==> src/rtl/uart_rx_led.sv <==
// uart_rx_led: 8N1 UART receiver whose last good byte drives the board LEDs
module uart_rx_led #(
  parameter int CLKS_PER_BIT = 10417,
  parameter int HALF_BIT     = CLKS_PER_BIT / 2
) (
  input  logic       clk,
  input  logic       rst_n,
  input  logic       rx_pin,
  output logic [7:0] data_out,
  output logic       rx_done,
  output logic       frame_err,
  output logic       busy
);
  localparam int CW = $clog2(CLKS_PER_BIT);
  localparam logic [CW-1:0] L_HALF = CW'(HALF_BIT - 1);
  localparam logic [CW-1:0] L_FULL = CW'(CLKS_PER_BIT - 1);
  typedef enum logic [2:0] {IDLE, START, DATA, STOP, BREAK} state_t;
  state_t          r_state;
  logic [1:0]      r_sync;
  logic [CW-1:0]   r_clk_cnt;
  logic [2:0]      r_bit_cnt;
  logic [7:0]      r_shreg;
  logic [7:0]      r_data;
  logic            r_done;
  logic            r_err;
  logic            w_rx;
  assign w_rx      = r_sync[1];
  assign data_out  = r_data;
  assign rx_done   = r_done;
  assign frame_err = r_err;
  assign busy      = r_state != IDLE;
  // two-flop synchroniser; resets to idle-high so reset release is not a start bit
  always_ff @(posedge clk or negedge rst_n)
    if (!rst_n) r_sync <= 2'b11;
    else        r_sync <= {r_sync[0], rx_pin};
  // receive FSM: mid-bit sampling, one-cycle done/error pulses
  always_ff @(posedge clk or negedge rst_n)
    if (!rst_n) begin
      r_state   <= IDLE;
      r_clk_cnt <= '0;
      r_bit_cnt <= '0;
      r_shreg   <= '0;
      r_data    <= '0;
      r_done    <= 1'b0;
      r_err     <= 1'b0;
    end else begin
      r_done <= 1'b0;
      r_err  <= 1'b0;
      case (r_state)
        IDLE:
          if (!w_rx) begin
            r_state   <= START;
            r_clk_cnt <= '0;
          end
        START:
          if (r_clk_cnt == L_HALF) begin
            r_clk_cnt <= '0;
            r_bit_cnt <= '0;
            r_state   <= w_rx ? IDLE : DATA;
          end else r_clk_cnt <= r_clk_cnt + 1'b1;
        DATA:
          if (r_clk_cnt == L_FULL) begin
            r_clk_cnt <= '0;
            r_shreg   <= {w_rx, r_shreg[7:1]};
            if (r_bit_cnt == 3'd7) r_state <= STOP;
            else r_bit_cnt <= r_bit_cnt + 3'd1;
          end else r_clk_cnt <= r_clk_cnt + 1'b1;
        STOP:
          if (r_clk_cnt == L_FULL) begin
            r_clk_cnt <= '0;
            if (w_rx) begin
              r_data  <= r_shreg;
              r_done  <= 1'b1;
              r_state <= IDLE;
            end else begin
              r_err   <= 1'b1;
              r_state <= BREAK;
            end
          end else r_clk_cnt <= r_clk_cnt + 1'b1;
        BREAK:
          if (w_rx) r_state <= IDLE;
        default: r_state <= IDLE;
      endcase
    end
endmodule

==> config.mk <==
export PLATFORM = sky130hd
export DESIGN_NAME = uart_rx_led
export DESIGN_NICKNAME = d
export VERILOG_FILES = /design/src/rtl/uart_rx_led.sv
export SDC_FILE = /design/constraint.sdc
export NUM_CORES = 1
export LEC_CHECK = 0
export CAP_MARGIN = 10
export CORE_UTILIZATION = 30
export DETAILED_ROUTE_END_ITERATION = 7
export PLACE_DENSITY = 0.45
export SLEW_MARGIN = 10
export SYNTH_ARGS = -nofsm -noshare
export SYNTH_HDL_FRONTEND = slang
export SYNTH_SLANG_ARGS = --single-unit
export TNS_END_PERCENT = 1
==> constraint.sdc <==
create_clock -name clk -period 1.94 [get_ports clk]
set_input_delay 0.582 -clock clk [delete_from_list [all_inputs] [get_ports clk]]
set_output_delay 0.582 -clock clk [all_outputs]
set_load 0.02 [all_outputs]
==> results.toml <==
[status]
status = "finished with violations"
violations = "negative setup slack"

[global_routing]
grt-ovfl-total = 0
grt_max_degree = 26
grt_pass1_wl_microns = 7160
antenna_found_initial = 0
grt_pass1_vias = 1500
track_usage_pct = 14.5

[critical_path]
arrival_ns = 2.34
slowest_stage = "or4b_4"
path_cells = "buf_6, or4b_4, nor4_4, buf_6, nand4_4, buf_6, mux2_2"
required_ns = 2.12
worstPathMaxFanout = 8
startpoint = "r_clk_cnt[12]"
cp-start-kind = "register"
end_kind = "register"
max_stage_delay_ns = 0.49
r2r_start = "r_clk_cnt[12]"
crit_family = "simple AND/OR/NAND/NOR gates"
path_common_cell = "buf_6"
path_class = "register to register"
critPathBufInv = 3

[sta]
rsz0062_at_grt = "yes"
hold_viol_final = 0
final-setup-viol-count = 35
post-route-period-util_pct = 111
max-slew-margin-rel_pct = 53.2
post-route-min-period_ns = 2.16
finClkSkew_ns = 0.00504
finalWorstSetupSlack_ns = -0.219
tightest_slew_ns = 0.701
max_freq_mhz = 463
final-max-slew-violation-count = 0

[layout]
final_core_util_pct = 42.3
final_cell_mix = "dfrtp_1, buf_4, nand2_1, mux2_2, clkdlybuf4s50_1"
area_growth_pct = 33.4
mostFrequentLayoutCell = "dfrtp_1"
fin_area_sq_um = 2560
fin_nets = 228
instances_no_fill = 297
antenna_cells = 0
drive_gt1_share_pct = 32.0

[synth]
synth-compound-area-share_pct = 13.5
yosys-top-cells-area = "dfrtp_1, mux2_2, nand2_1, dfstp_2, ha_1"
synth-seq-cells = 40
ys_types = 40
synth_area_sq_um = 1920
synth_top_family_by_area = "simple AND/OR/NAND/NOR gates"
synth_fa_ha_area_share_pct = 2.60
muxShareOfSynthArea_pct = 10.4
synthArstFlopShare_pct = 100
synth_top_area_share_pct = 49.5
synth_xor_area_share_pct = 0
postSynthCellCount = 175
ys_seq_area_share_pct = 52.2
synth_simple_gate_area_share_pct = 18.4
synth_area_per_cell_sq_um = 11.0
syn_nets = 182
ys.flop_type = "dfrtp_1"
yosysWarnings = 0
synth_top_area_cell = "dfrtp_1"
synth_edf_count = 0

[pwr]
p_total_mw = 1.57
peakVddDrop_uv = 362
powerDensity_nw_per_um2 = 612
cellLeakagePower_nw = 1.20

[routing]
first_iter_violations = 46
ant_nets = 0
drc = 0
firstDrtPassIters = 4
via_count = 1503
viasPerCell = 5.06
wl_per_cell_microns = 14.7
drt-total-wl_microns = 4360

[place]
place_area_sq_um = 2350
io_buffers = 13
place_hpwl_microns = 3000
gp_congestion = 0.821
placed_cells_incl_taps = 287

[clocking]
root_buffer = "clkbuf_8"
clk_pin_slew_worst_paths_ns = 0.08
clock-sinks = 40
cts_made_buffers = 5
cts_hold_buffers = 0
cts_tree = "built"
clk_latency_ns = 0.29
cts.path.max_buffers = 2
htreeDepth = 2

[die]
pin_count = 14
start_util_pct = 31.7
die-area_sq_um = 6730
dieHeight_microns = 82.0
core_sq_um = 6060
chipWidth_microns = 82.0
rows = 28

[run]
cap_violations = 0

[hold_path]
hold_path_class = "input port to async pin"
==> cell families after synthesis <==
kind of cell | after synthesis
adders and majority gates | 4
muxes | 18
and+or+nand+nor | 60
AOI/OAI and AO/OA | 39
buffers and inverters | 14
DFF | 40
==> through the flow <==
stage | setup WS, ns | TNS [ns] | hold slack, ns
detailed placement | -0.251 | -5.34 | 0.350
CTS | -0.194 | -3.44 | 0.220
global placement | -0.229 | -4.98 | 0.348
global route | -0.294 | -7.66 | 0.229
floorplan | -0.182 | -3.06 | 0.286
finish | -0.219 | -4.70 | 0.212
==> cell usage after synthesis (3+ instances only) <==
library cell,instances
dfrtp_1,38
nand2_1,19
mux2_2,16
inv_1,9
o21ai_0,9
a21oi_1,8
a31oi_1,6
nor2_1,6
nand3_1,5
a22o_1,4
clkbuf_1,4
ha_1,4
nor2b_1,4
or3_1,4
and3_1,3
==> report_power, final <==
| part | internal [mW] | switching [mW] | leakage [nW] |
|---|---|---|---|
| clock network | 0.388 | 0.314 | 0.0583 |
| logic | 0.00752 | 0.0179 | 0.609 |
| registers | 0.837 | 0.00373 | 0.537 |
==> what timing repair did <==
item	4_1_cts	5_1_grt
pin swaps	0	3
setup endpoints to repair	36	36
setup buffers	0	2
gates resized for setup	11	6
==> metal layers <==
metal | GRT usage [%] | vias to the layer above | share of wire, %
li1 | - | 738 | -
met1 | 17.8 | 745 | 46
met2 | 24.1 | 15 | 50
met3 | 4.22 | 5 | 2.6
met4 | 5.26 | 0 | 1.1
met5 | 0 | - | 0
==> worst paths after layout <==
kind,end,slack (ns),depth (start not counted)
worst max-delay path,data_out[6],-0.22,7
worst max register to register,data_out[6],-0.22,7
max in group asynchronous,r_sync[0],1.18,2
min in group clk,r_sync[1],0.36,0
worst min-delay path,r_clk_cnt[6],0.21,1
worst min register to register,r_sync[1],0.36,0
==> area by class of cell <==
class	instances	area, sq um
sequential	40	1000
clock inverter	3	47.5
inverter	9	33.8
multi-input combinational	121	935
fill	596	3500
tap	75	93.8
clock buffer	5	68.8
timing repair buffer	44	382
==> worst reg2reg max path, cell delays in order, from the launching register on <==
cell and delay, ns:
dfrtp_1 0.42, buf_6 0.13, or4b_4 0.49, nor4_4 0.29, buf_6 0.20, nand4_4 0.10
buf_6 0.16, mux2_2 0.27
==> registers in the layout (all words and copies together), names as in the netlist <==
name / flops
r_shreg: 8
rx_done: 1
data_out: 8
r_sync: 2
frame_err: 1
r_bit_cnt: 3
r_state: 3
r_clk_cnt: 14
(Power assumes the default switching activity.)
==> RTL edit (same flow settings) <==
The parameter `CLKS_PER_BIT` goes from 10417 to 5208.
--- a/src/rtl/uart_rx_led.sv
+++ b/src/rtl/uart_rx_led.sv
@@ -1,6 +1,6 @@
 // uart_rx_led: 8N1 UART receiver whose last good byte drives the board LEDs
 module uart_rx_led #(
-  parameter int CLKS_PER_BIT = 10417,
+  parameter int CLKS_PER_BIT = 5208,
   parameter int HALF_BIT     = CLKS_PER_BIT / 2
 ) (
   input  logic       clk,
Behaviour: no difference found for any inputs over 10 cycles, from zero or initial values and one cycle with rst_n low; that may be too few to reach the edited logic, so the function may still have changed.
==> RTL edit against the original RTL <==
The flow still finishes with violations (negative setup slack); setup slack improved by 91 ps; sequential cell count down 1; critical path depth shrank 1; clock power increased by 2%; sequential share of layout area increased by 0.077 points; power fell by 0.23%; highest routed layer unchanged; wire length is 6.2% lower; design area down 2.7%; largest cell class unchanged; area after synthesis down 0.33%.
==> RTL edit: results (changes against the original RTL) <==
status finished with violations (unchanged); failing checks negative setup slack (unchanged); asr flop ratio synth 1.00 (unchanged); First-pass DRT Iterations 4 (unchanged); pin count of the biggest net entering global routing 24 (was 26); Port Buffers 13 (unchanged); Hold WC Path Type primary input to async pin (unchanged); Crit Reg-Reg Startpoint r_clk_cnt[5] (was r_clk_cnt[12]); Max VDD drop 0.261 mV (was 0.362 mV); final WL 4090 um (was 4360 um); fraction of layout cells with a size suffix above 1 0.341 (was 0.320); Reg with most FFs r_clk_cnt (unchanged); iteration-0 DRC count of the detailed router 40 (was 46); root buf cell clkbuf_8 (unchanged); placed instance count 278 (was 287); syn_area_per_cell 11.5 um2 (was 11.0 um2); Global Route Usage Sum 0.138 (was 0.145); HPWL Detailed 2970 um (was 3000 um); Tot Pwr 1560 uW (was 1570 uW); initial antenna violation count 0 (unchanged); Post-synth top cells dfrtp_1, mux2_2, a21oi_1, nand2_1, nor2_1 (was dfrtp_1, nand2_1, mux2_2); Max FO, Critical Path 6 (was 8); final setup fails 23 (was 35); WS Path Type flip-flop to flip-flop (unchanged); Area contributors post-synth dfrtp_1, mux2_2, dfstp_2 (was dfrtp_1, mux2_2, nand2_1); # nets final 216 (was 228); # diodes 0 (unchanged); Skew-Pair Late Insertion Delay 290 ps (about the same); TritonCTS Buffers 5 (unchanged); Synth Warn # 0 (unchanged); first-pass GRT wire length 6760 um (was 7160 um); placed cell areas 2360 um2 (was 2350 um2); maximum clock path buffer count 2 (unchanged); # Post-CTS Setup Buffers 0 (unchanged); Seq/Total Area, Yosys 0.511 (was 0.522); Clock Skew 8.67 ps (was 5.04 ps); via-per-instance ratio 4.98 (was 5.06); relative slew slack 0.556 (was 0.532); Placer Congestion 0.904 (was 0.821); max reg flops 13 (was 14); critical path's largest stage delay 550 ps (was 490 ps); Yosys cell types 43 (was 40); post-route worst setup slack -128 ps (was -219 ps); DP Worst Slack -155 ps (was -251 ps); final non-filler cell total 286 (was 297); arrival time at the worst endpoint 2250 ps (was 2340 ps); H-tree levels 2 (unchanged); leakage power 0.00118 uW (was 0.00120 uW); Post-Syn Nets 173 (was 182); Worst path slowest cell or4b_4 (unchanged); Clock transition at path regs 80 ps (about the same)
==> RTL edit: metal layers <==
layer | share of wire | track usage | vias up | routed length, um
li1 | - | - | 693 | -
met3 | 0.031 | 0.0344 | 8 | 128
met4 | 0.025 | 0.0719 | 0 | 104
met1 | 0.48 | 0.174 | 697 | 1950
met5 | 0 | 0 | - | 0
met2 | 0.47 | 0.217 | 25 | 1910
==> RTL edit: worst max-delay path, delay by kind of cell (launching register included) <==
family / cells / cell delay, ps
AND/OR/NAND/NOR: 2 / 820
flip-flops: 1 / 380
multiplexers: 1 / 320
AO/OA/AOI/OAI: 2 / 270
buffers and inverters: 1 / 160
==> RTL edit: per-stage QoR <==
step	hold slack, ps	TNS, ps
4_1_cts	219	-2440
3_5_place_dp	350	-2250
6_report	217	-1820
3_3_place_gp	349	-1890
2_1_floorplan	286	-4840
5_1_grt	235	-3600
==> RTL edit: what timing repair did <==
item,in CTS,in global routing
resized for setup,4,5
setup endpoints to repair,26,27
hold endpoints to repair,0,0
==> RTL edit: cell type report <==
cell class                 instances  area, um2
clock inverter                     2       35.0
clock buffer                       6       82.6
inverter                           5       18.8
tap                               75       93.8
sequential                        39        978
fill                             583       3530
multi-input combinational        117        903
timing repair buffer              42        383
==> RTL edit: path summary, 6_finish.rpt <==
path                            cells after the start      endpoint  slack (ps)
worst min register to register                      0     r_sync[1]         360
max in group asynchronous                           2    r_shreg[5]        1260
worst min-delay path                                1    r_state[2]         220
worst max register to register                      6  r_bit_cnt[0]        -130
min in group clk                                    0     r_sync[1]         360
worst max-delay path                                6  r_bit_cnt[0]        -130
==> RTL edit: cells by family after synthesis <==
group / count (synthesis) / share of synthesized area
adders and majority gates: 3 / 0.0196
DFF: 39 / 0.511
muxes: 21 / 0.124
AOI/OAI and AO/OA: 35 / 0.137
xor gates and xnor gates: 2 / 0.00915
and+or+nand+nor: 56 / 0.172
buffers and inverters: 11 / 0.0268
==> RTL edit: power breakdown <==
group / switching [uW] / leakage [uW] / total, uW / internal [uW]
Sequential: 3.46 / 0.000523 / 819 / 816
Clock: 301 / 0.0000612 / 718 / 416
Combinational: 18.4 / 0.000595 / 26.9 / 8.49
